[src/rtl/ddr_cmd_pkg.sv]
// rtl/ddr_cmd_pkg.sv - Bank command bit positions and sequencer state encoding.
package ddr_cmd_pkg;

    localparam int CMD_W   = 19;
    localparam int CMD_ACT = 18;
    localparam int CMD_PRE = 7;
    localparam int CMD_RD  = 5;
    localparam int CMD_WR  = 1;

    typedef enum logic [2:0] {
        ST_IDLE,
        ST_OPEN,
        ST_PRE,
        ST_TRP_WAIT,
        ST_ACT,
        ST_TRCD_WAIT,
        ST_BURST
    } seq_state_e;

    function automatic logic [CMD_W-1:0] cmd_onehot(input int unsigned idx);
        cmd_onehot = {{(CMD_W-1){1'b0}}, 1'b1} << idx;
    endfunction

endpackage

[src/rtl/timing_counter.sv]
// rtl/timing_counter.sv - Loadable saturating down-counter with halt freeze and zero flag.
module timing_counter #(
    parameter int WIDTH = 2
) (
    input  logic             clk,
    input  logic             reset,
    input  logic             load_i,
    input  logic [WIDTH-1:0] load_val_i,
    input  logic             dec_i,
    input  logic             halt_i,
    output logic             zero_o
);

    logic [WIDTH-1:0] cnt_q;
    logic [WIDTH-1:0] cnt_d;

    always_comb begin
        cnt_d = cnt_q;
        if (!halt_i) begin
            if (load_i) begin
                cnt_d = load_val_i;
            end else if (dec_i && (cnt_q != '0)) begin
                cnt_d = cnt_q - WIDTH'(1);
            end
        end
    end

    always_ff @(posedge clk or posedge reset) begin
        if (reset) begin
            cnt_q <= '0;
        end else begin
            cnt_q <= cnt_d;
        end
    end

    assign zero_o = (cnt_q == '0);

endmodule

[src/rtl/bank_cmd_sequencer.sv]
// rtl/bank_cmd_sequencer.sv - Open-page per-bank PRE/ACT/RD/WR sequencer with tRP/tRCD/tRAS timing.
module bank_cmd_sequencer
    import ddr_cmd_pkg::*;
#(
    parameter int ROWS  = 131072,
    parameter int COLS  = 1024,
    parameter int BL    = 8,
    parameter int T_RCD = 3,
    parameter int T_RP  = 3,
    parameter int T_RAS = 8
) (
    input  logic                     clk,
    input  logic                     reset,
    input  logic                     halt_in,
    input  logic                     req_valid,
    input  logic                     req_write,
    input  logic [$clog2(ROWS)-1:0]  req_row,
    input  logic [$clog2(COLS)-1:0]  req_col,
    output logic                     req_ready,
    output logic                     done,
    output logic [CMD_W-1:0]         commands,
    output logic [$clog2(ROWS)-1:0]  row,
    output logic [$clog2(COLS)-1:0]  column,
    output logic                     halt
);

    localparam int RW        = $clog2(ROWS);
    localparam int CW        = $clog2(COLS);
    localparam int BURST_CYC = BL / 2;
    localparam int SEQ_MAX_A = (T_RP - 1) > (T_RCD - 1) ? (T_RP - 1) : (T_RCD - 1);
    localparam int SEQ_MAX   = SEQ_MAX_A > (BURST_CYC - 1) ? SEQ_MAX_A : (BURST_CYC - 1);
    localparam int SEQ_W     = (SEQ_MAX < 1) ? 1 : $clog2(SEQ_MAX + 1);
    localparam int RAS_W     = (T_RAS < 2) ? 1 : $clog2(T_RAS);

    seq_state_e       state_q, state_d;
    logic             open_valid_q, open_valid_d;
    logic [RW-1:0]    open_row_q, open_row_d;
    logic [RW-1:0]    cap_row_q, cap_row_d;
    logic [CW-1:0]    cap_col_q, cap_col_d;
    logic             cap_wr_q, cap_wr_d;
    logic             pend_q, pend_d;
    logic [CMD_W-1:0] cmd_q, cmd_d;
    logic [RW-1:0]    row_q, row_d;
    logic [CW-1:0]    col_q, col_d;
    logic             done_q, done_d;

    logic             seq_load, seq_zero;
    logic [SEQ_W-1:0] seq_load_val;
    logic             ras_load, ras_zero;
    logic             accept, row_hit;

    // A miss accepted before tRAS has elapsed parks in OPEN with pend_q set.
    assign req_ready = !reset && !halt_in &&
                       ((state_q == ST_IDLE) || ((state_q == ST_OPEN) && !pend_q));
    assign accept    = req_valid && req_ready;
    assign row_hit   = open_valid_q && (req_row == open_row_q);

    always_comb begin
        state_d      = state_q;
        open_valid_d = open_valid_q;
        open_row_d   = open_row_q;
        cap_row_d    = cap_row_q;
        cap_col_d    = cap_col_q;
        cap_wr_d     = cap_wr_q;
        pend_d       = pend_q;
        cmd_d        = '0;
        row_d        = row_q;
        col_d        = col_q;
        done_d       = 1'b0;
        seq_load     = 1'b0;
        seq_load_val = '0;
        ras_load     = 1'b0;

        if (!halt_in) begin
            if (accept) begin
                cap_row_d = req_row;
                cap_col_d = req_col;
                cap_wr_d  = req_write;
            end

            case (state_q)
                ST_IDLE: begin
                    if (accept) state_d = ST_ACT;
                end
                ST_OPEN: begin
                    if (pend_q) begin
                        if (ras_zero) begin
                            state_d = ST_PRE;
                            pend_d  = 1'b0;
                        end
                    end else if (accept) begin
                        if (row_hit)       state_d = ST_BURST;
                        else if (ras_zero) state_d = ST_PRE;
                        else               pend_d  = 1'b1;
                    end
                end
                ST_PRE, ST_TRP_WAIT: state_d = seq_zero ? ST_ACT : ST_TRP_WAIT;
                ST_ACT, ST_TRCD_WAIT: state_d = seq_zero ? ST_BURST : ST_TRCD_WAIT;
                ST_BURST: begin
                    if (seq_zero) begin
                        state_d = ST_OPEN;
                        done_d  = 1'b1;
                    end
                end
                default: state_d = ST_IDLE;
            endcase

            // Phase timers are loaded on entry; the entered state is what issues next cycle.
            if (state_d != state_q) begin
                case (state_d)
                    ST_PRE: begin
                        seq_load     = 1'b1;
                        seq_load_val = SEQ_W'(T_RP - 1);
                        open_valid_d = 1'b0;
                    end
                    ST_ACT: begin
                        seq_load     = 1'b1;
                        seq_load_val = SEQ_W'(T_RCD - 1);
                        ras_load     = 1'b1;
                        open_valid_d = 1'b1;
                        open_row_d   = cap_row_d;
                    end
                    ST_BURST: begin
                        seq_load     = 1'b1;
                        seq_load_val = SEQ_W'(BURST_CYC - 1);
                    end
                    default: ;
                endcase
            end

            case (state_d)
                ST_PRE: cmd_d = cmd_onehot(CMD_PRE);
                ST_ACT: begin
                    cmd_d = cmd_onehot(CMD_ACT);
                    row_d = cap_row_d;
                end
                ST_BURST: begin
                    cmd_d = cap_wr_d ? cmd_onehot(CMD_WR) : cmd_onehot(CMD_RD);
                    row_d = open_row_d;
                    col_d = cap_col_d;
                end
                default: ;
            endcase
        end
    end

    always_ff @(posedge clk or posedge reset) begin
        if (reset) begin
            state_q      <= ST_IDLE;
            open_valid_q <= 1'b0;
            open_row_q   <= '0;
            cap_row_q    <= '0;
            cap_col_q    <= '0;
            cap_wr_q     <= 1'b0;
            pend_q       <= 1'b0;
            cmd_q        <= '0;
            row_q        <= '0;
            col_q        <= '0;
            done_q       <= 1'b0;
        end else begin
            state_q      <= state_d;
            open_valid_q <= open_valid_d;
            open_row_q   <= open_row_d;
            cap_row_q    <= cap_row_d;
            cap_col_q    <= cap_col_d;
            cap_wr_q     <= cap_wr_d;
            pend_q       <= pend_d;
            cmd_q        <= cmd_d;
            row_q        <= row_d;
            col_q        <= col_d;
            done_q       <= done_d;
        end
    end

    timing_counter #(.WIDTH(SEQ_W)) u_seq_cnt (
        .clk        (clk),
        .reset      (reset),
        .load_i     (seq_load),
        .load_val_i (seq_load_val),
        .dec_i      (1'b1),
        .halt_i     (halt_in),
        .zero_o     (seq_zero)
    );

    // Counts down from ACT while the row is open; zero means PRE is legal.
    timing_counter #(.WIDTH(RAS_W)) u_ras_cnt (
        .clk        (clk),
        .reset      (reset),
        .load_i     (ras_load),
        .load_val_i (RAS_W'(T_RAS - 1)),
        .dec_i      (open_valid_q),
        .halt_i     (halt_in),
        .zero_o     (ras_zero)
    );

    assign commands = cmd_q;
    assign row      = row_q;
    assign column   = col_q;
    assign done     = done_q;
    assign halt     = halt_in;

endmodule
[config.mk]
export PLATFORM = sky130hd
export DESIGN_NAME = bank_cmd_sequencer
export DESIGN_NICKNAME = d
export VERILOG_FILES = /design/src/rtl/ddr_cmd_pkg.sv /design/src/rtl/timing_counter.sv /design/src/rtl/bank_cmd_sequencer.sv
export SDC_FILE = /design/constraint.sdc
export NUM_CORES = 1
export LEC_CHECK = 0
export ABC_AREA = 1
export CORE_ASPECT_RATIO = 1.5
export CORE_UTILIZATION = 50
export CTS_BUF_LIST = sky130_fd_sc_hd__clkbuf_8
export DETAILED_ROUTE_END_ITERATION = 6
export PLACE_DENSITY = 0.86
export SKIP_LAST_GASP = 1
export SYNTH_ARGS = -nofsm -noshare
export SYNTH_HDL_FRONTEND = slang
export SYNTH_HIERARCHICAL = 1
export SYNTH_SLANG_ARGS = --single-unit
[constraint.sdc]
create_clock -name clk -period 5.3 [get_ports clk]
set_clock_uncertainty 0.05 [all_clocks]
set_input_delay 1.325 -clock clk [delete_from_list [all_inputs] [get_ports clk]]
set_output_delay 1.325 -clock clk [all_outputs]
set_load 0.01 [all_outputs]
==> results of run 1 <==
==> synthesized netlist by cell type, drive strengths merged, types with 3 or more instances <==
master / n / area (um2)
or2: 3 / 18.77
ha: 3 / 37.54
o21ai: 46 / 230.2
nand4: 20 / 125.1
nor2: 39 / 173.9
nand2: 244 / 948.4
buf: 29 / 224.0
dfrtp: 87 / 2177
nand3: 32 / 182.7
inv: 86 / 325.3
clkbuf: 5 / 18.77
a21oi: 4 / 20.02
==> worst min-delay path by stage <==
stage                     slack (ns)                 end               start
final                           0.43             row[15]             row[15]
after global routing            0.46             row[15]             row[15]
after CTS                       0.44        cap_col_q[7]        cap_col_q[7]
after detailed placement        0.41        cap_col_q[7]        cap_col_q[7]
after global placement          0.40  u_ras_cnt/cnt_q[1]  u_ras_cnt/cnt_q[1]
after floorplan                 0.39  u_ras_cnt/cnt_q[1]  u_ras_cnt/cnt_q[1]
==> worst reg2reg max path, cell delays in order (launching register included) <==
cell     delay, ns
dfrtp_1       0.41
xnor2_1       0.27
nand3_1       0.12
nor2_1        0.25
nand2_1       0.09
nor2_1        0.09
nand4_1       0.12
nand2_2       0.42
nand2_2       0.17
inv_2         0.10
nand2_4       0.21
inv_1         0.24
inv_2         0.05
nand2_2       0.10
nand2_2       0.08
nand2_1       0.07
nand2_1       0.06
==> kinds of logic after synthesis <==
group / count (synthesis)
simple gates: 341
buf+inv: 120
flops: 87
compound gates: 52
xor+xnor: 3
fa+ha+maj: 3
other cells: 2
==> layer usage <==
metal | vias up | track usage, %
met2 | 149 | 40.49
li1 | 1954 | -
met5 | - | 0
met1 | 1864 | 28.77
met4 | 0 | 11.05
met3 | 24 | 4.904
==> flip-flops by register name, indices dropped and copies added (netlist names) <==
register	flops
open_row_q	17
cap_wr_q	1
pend_q	1
row	17
open_valid_q	1
commands	4
u_seq_cnt/cnt_q	2
state_q	3
done	1
u_ras_cnt/cnt_q	3
column	10
cap_col_q	10
cap_row_q	17
==> stage by stage <==
stage / area, um2 / instances / hold WS (ns)
2_1_floorplan: 4621 / 625 / 0.3919
3_3_place_gp: 5182 / 768 / 0.4044
3_5_place_dp: 5182 / 768 / 0.4133
4_1_cts: 5393 / 783 / 0.4365
5_1_grt: 5393 / 783 / 0.4555
6_report: 5393 / 783 / 0.4312
==> layout make-up <==
cell class / instances / area share [%]
sequential: 87 / 40.37
multi-input combinational: 418 / 34.78
timing repair buffer: 67 / 12.34
inverter: 86 / 6.056
tap: 110 / 2.552
clock buffer: 9 / 2.297
clock inverter: 6 / 1.601
==> power groups by stage <==
stage | Sequential [mW] | Combinational, mW | Clock (mW)
4_1_cts | 1.16 | 1.45 | 0.509
3_5_place_dp | 1.16 | 1.44 | 0
5_1_grt | 1.19 | 1.63 | 0.535
3_3_place_gp | 1.15 | 1.38 | 0
6_report | 1.16 | 1.45 | 0.501
2_1_floorplan | 1.17 | 0.977 | 0
==> impl_metrics.json, run 1 <==
{
  "r2r_start": "open_row_q[4]",
  "portBuffers": 65,
  "synth-seq-cells": 87,
  "post-place-ws_ns": 0.7745,
  "maxSlewHeadroom_pct": 33.38,
  "fin_ws_ns": 0.9679,
  "grt_pass1_vias": 3859,
  "cp_common_cell": "clkdlybuf4s50_1",
  "rsz0062_at_grt": "no",
  "min_path_cells": 2,
  "hold_buffers": 0,
  "p_per_area_nw_per_um2": 575.9,
  "pwr-share-seq_pct": 37.2,
  "tightest_slew_ns": 0.9993,
  "final_nets": 704,
  "p_leak_nw": 2.805,
  "worst-path-max-fanout": 9,
  "clk_pin_slew_ns": 0.08,
  "num_rows": 42,
  "grt_pass1_wl_um": 17480,
  "p_int_mw": 1.798,
  "wl_met3_um": 526,
  "routed.top_layer": "met4",
  "dieArea_um2": 9507,
  "die_h_um": 118.9,
  "maxCapViolCount": 0,
  "numCtsBuffers": 9,
  "crit_type": "in2out",
  "hpwlAfterDp_um": 7412,
  "status": "completed",
  "syn_inst": 608,
  "utilization_pct": 61.08,
  "max_freq_mhz": 230.8,
  "antenna_left": 0,
  "initial_utilization_pct": 51.62,
  "comb_power_share_pct": 46.6,
  "synth_edf_count": 0,
  "drive_above_1_share_pct": 6.835,
  "p_sw_share_pct": 42.10,
  "clkPwrFrac_pct": 16.1,
  "setup_viol": 0,
  "layout.area.seq_um2": 2177,
  "die_x_um": 79.95,
  "synth_fa_ha_area_share_pct": 0.8237,
  "vias_per_cell": 5.097,
  "yosysUniqueCellTypes": 31,
  "gr-total-overflow": 0,
  "multi_input_area_um2": 1876,
  "synth-compound-area-share_pct": 5.821,
  "slowest_delay_ns": 0.60,
  "drtPass1Iterations": 5,
  "dr.first_iter.drc_count": 286,
  "wirelength_um": 10450,
  "place_congestion": 0.8896,
  "yosys.area_share.simple_pct": 32.37,
  "ys_warn_count": 6,
  "cts_tree": "done",
  "endpoint_kind": "output port",
  "crit_cells": 5,
  "cp.required_ns": 3.92,
  "pin_count": 81,
  "htreeDepth": 3,
  "cpLargestDelayFamily": "buffers and inverters",
  "setup_tns_ns": 0,
  "area_growth_pct": 18.34,
  "start_kind": "input port",
  "synth_xor_area_share_pct": 0.5766,
  "netlist_area_um2": 4557,
  "reg2reg_slack_ns": 2.30,
  "layout_commonest_cell": "nand2_1",
  "cts_root_buffer": "clkbuf_8",
  "numClockSinks": 87,
  "antenna_found_initial": 0,
  "wl_met2_um": 5350,
  "cp_slowest_cell": "clkdlybuf4s50_1",
  "final_cell_mix": "235 x nand2_1, 87 x dfrtp_1, 78 x inv_1",
  "r2r-end": "u_ras_cnt/cnt_q[1]",
  "endpoint": "req_ready",
  "power.switching_mw": 1.308,
  "synth_flop_cell": "dfrtp_1",
  "m1WireLength_um": 4259,
  "yosysSeqAreaShare_pct": 47.78,
  "worstPathArrival_ns": 2.96,
  "wl_per_cell_um": 13.35,
  "cts_setup_buffers": 0,
  "syn_avg_cell_area_um2": 7.495,
  "slew_violations": 0,
  "crit_chain": "clkdlybuf4s50_1 > inv_2 > nand3_2 > nor2_4 > clkdlybuf4s50_1",
  "startpoint": "halt_in",
  "hp-class": "reg2reg",
  "reg2reg_depth": 16,
  "grt_max_degree": 83,
  "clk_latency_ns": 0.37,
  "antenna_cells": 0,
  "synth_mux_area_share_pct": 0,
  "cts_resized": 0,
  "crit_buf_inv": 3,
  "grtUsageTotal_pct": 23.96,
  "num_vias": 3991,
  "total_power_mw": 3.106,
  "drc_errors": 0,
  "fin_crit_ns": 4.332,
  "cts_max_path_buffers": 2,
  "fillers": 795,
  "hold_violations": 0,
  "coreArea_um2": 8828,
  "postSynth.asyncResetShare_pct": 100.0,
  "finalCritPeriodShare_pct": 81.74,
  "vdd_drop_max_v": 0.0002705,
  "synth_top_family_by_area": "simple AND/OR/NAND/NOR gates"
}
No activity file was read; power rests on OpenSTA's default activity.
==> run 2, diff against run 1 <==
==> constraint.sdc (replaced) <==
create_clock -name clk -period 4.4 [get_ports clk]
set_clock_uncertainty 0.05 [all_clocks]
set_input_delay 1.1 -clock clk [delete_from_list [all_inputs] [get_ports clk]]
set_output_delay 1.1 -clock clk [all_outputs]
set_load 0.01 [all_outputs]
==> run 2 against run 1 <==
  * Cell count is 0.64% higher
  * Utilization is 0.23 points higher
  * Non-clock buffer count rose by 4
  * Worst setup slack got worse by 0.24 ns
  * Routed wire length increased by 2.9%
  * Clock-buffer cell count grew 1
  * Global-route usage grew 0.47 points
  * Flip-flop and latch count unchanged
  * Worst hold slack better by 0.0026 ns
  * Register-to-register slack got worse by 0.68 ns
  * Design area up 0.37%
  * Via count up 1.2%
  * Largest cell class unchanged
  * Largest power group unchanged
==> impl_metrics.json, run 2 (synthesized netlist as in run 1, its figures left out) <==
{
  "status": "completed",
  "p_per_area_nw_per_um2": 686.4,
  "pin_count": 81,
  "min_from": "cap_col_q[5]",
  "finalCritPeriodShare_pct": 83.48,
  "p_sw_share_pct": 42.42,
  "cp_slowest_cell": "clkdlybuf4s50_1",
  "start_kind": "input port",
  "slowest_delay_ns": 0.58,
  "post-place-ws_ns": 0.4599,
  "vias_per_cell": 5.123,
  "initial_utilization_pct": 51.62,
  "numCtsBuffers": 9,
  "maxSlewHeadroom_pct": 31.64,
  "grt_max_degree": 83,
  "final_cells": 788,
  "die_x_um": 79.95,
  "drive_above_1_share_pct": 7.522,
  "slew_violations": 0,
  "p_int_mw": 2.139,
  "cts_max_path_buffers": 2,
  "crit_chain": "clkdlybuf4s50_1 > clkinvlp_4 > nand3_2 > nor2_4 > clkdlybuf4s50_1",
  "fin_crit_ns": 3.673,
  "p_leak_nw": 2.815,
  "cts_root_buffer": "clkbuf_8",
  "place_congestion": 0.8858,
  "wl_per_cell_um": 13.64,
  "startpoint": "reset",
  "hold_violations": 0,
  "layout.area.seq_um2": 2177,
  "rsz0062_at_grt": "no",
  "worst-path-max-fanout": 3,
  "antenna_cells": 0,
  "num_rows": 42,
  "num_vias": 4037,
  "whs_ns": 0.4339,
  "clk_latency_ns": 0.37,
  "cts_setup_buffers": 0,
  "cp.required_ns": 3.25,
  "fillers": 796,
  "multi_input_area_um2": 1876,
  "grtUsageTotal_pct": 24.43,
  "cts_tree": "done",
  "drc_errors": 0,
  "setup_viol": 0,
  "place_area_um2": 5215,
  "hp-class": "reg2reg",
  "numClockSinks": 87,
  "hpwlAfterDp_um": 7821,
  "cp_common_cell": "clkdlybuf4s50_1",
  "final_cell_mix": "235 x nand2_1, 87 x dfrtp_1, 78 x inv_1",
  "worstPathArrival_ns": 2.52,
  "pwr-share-seq_pct": 37.2,
  "grt_pass1_vias": 4052,
  "clk_pin_slew_ns": 0.09,
  "grt_pass1_wl_um": 17970,
  "area_growth_pct": 18.78,
  "crit_type": "in2out",
  "finish.instance_area_um2": 5413,
  "comb_power_share_pct": 47.6,
  "endpoint_kind": "output port",
  "antenna_found_initial": 0,
  "hold_buffers": 0,
  "clkPwrFrac_pct": 15.3,
  "dp_cells": 772,
  "dieArea_um2": 9507,
  "power.switching_mw": 1.576,
  "setup_tns_ns": 0,
  "total_power_mw": 3.715,
  "antenna_left": 0,
  "drtPass1Iterations": 7,
  "maxCapViolCount": 0,
  "gr-total-overflow": 0,
  "wirelength_um": 10750,
  "htreeDepth": 3,
  "vdd_drop_max_v": 0.0003888,
  "cts_resized": 0,
  "portBuffers": 65,
  "max_freq_mhz": 272.3,
  "tightest_slew_ns": 1.025,
  "final_nets": 708,
  "fin_ws_ns": 0.7271,
  "coreArea_um2": 8828,
  "layout_commonest_cell": "nand2_1",
  "dr.first_iter.drc_count": 363,
  "die_h_um": 118.9,
  "utilization_pct": 61.31,
  "r2r_start": "state_q[0]"
}
-- run 2: cell type report --
class,count,area share (%)
sequential,87,40.22
multi-input combinational,418,34.65
timing repair buffer,71,12.85
inverter,86,6.080
clock buffer,10,2.543
tap,110,2.543
clock inverter,6,1.110
-- run 2: path summary, 6_finish.rpt --
check | to | cells after the start | slack, ns
setup / recovery | req_ready | 5 | 0.73
hold / removal | cap_col_q[5] | 2 | 0.43
setup reg to reg | u_seq_cnt/cnt_q[0] | 15 | 1.62
hold reg to reg | cap_col_q[5] | 2 | 0.43
max in group asynchronous | open_row_q[10] | 3 | 2.14
min in group asynchronous | u_seq_cnt/cnt_q[0] | 2 | 0.97
-- run 2: power by group through the flow --
| stage | clock network, mW | registers [mW] | logic [mW] |
|---|---|---|---|
| floorplan | 0 | 1.41 | 1.18 |
| global placement | 0 | 1.38 | 1.69 |
| detailed placement | 0 | 1.39 | 1.76 |
| CTS | 0.576 | 1.38 | 1.77 |
| global route | 0.610 | 1.42 | 2.00 |
| finish | 0.567 | 1.38 | 1.77 |
-- run 2: worst max-delay path, delay by kind of cell --
kind	cells	cell delay, ns
buffers and inverters	3	1.19
and+or+nand+nor	2	0.23
-- run 2: metal layers --
metal | GRT usage (%) | vias to the layer above | routed length (um)
met3 | 4.215 | 29 | 540
met2 | 43.00 | 143 | 5624
met4 | 13.73 | 0 | 357
li1 | - | 1962 | -
met5 | 0 | - | 0
met1 | 27.12 | 1903 | 4230
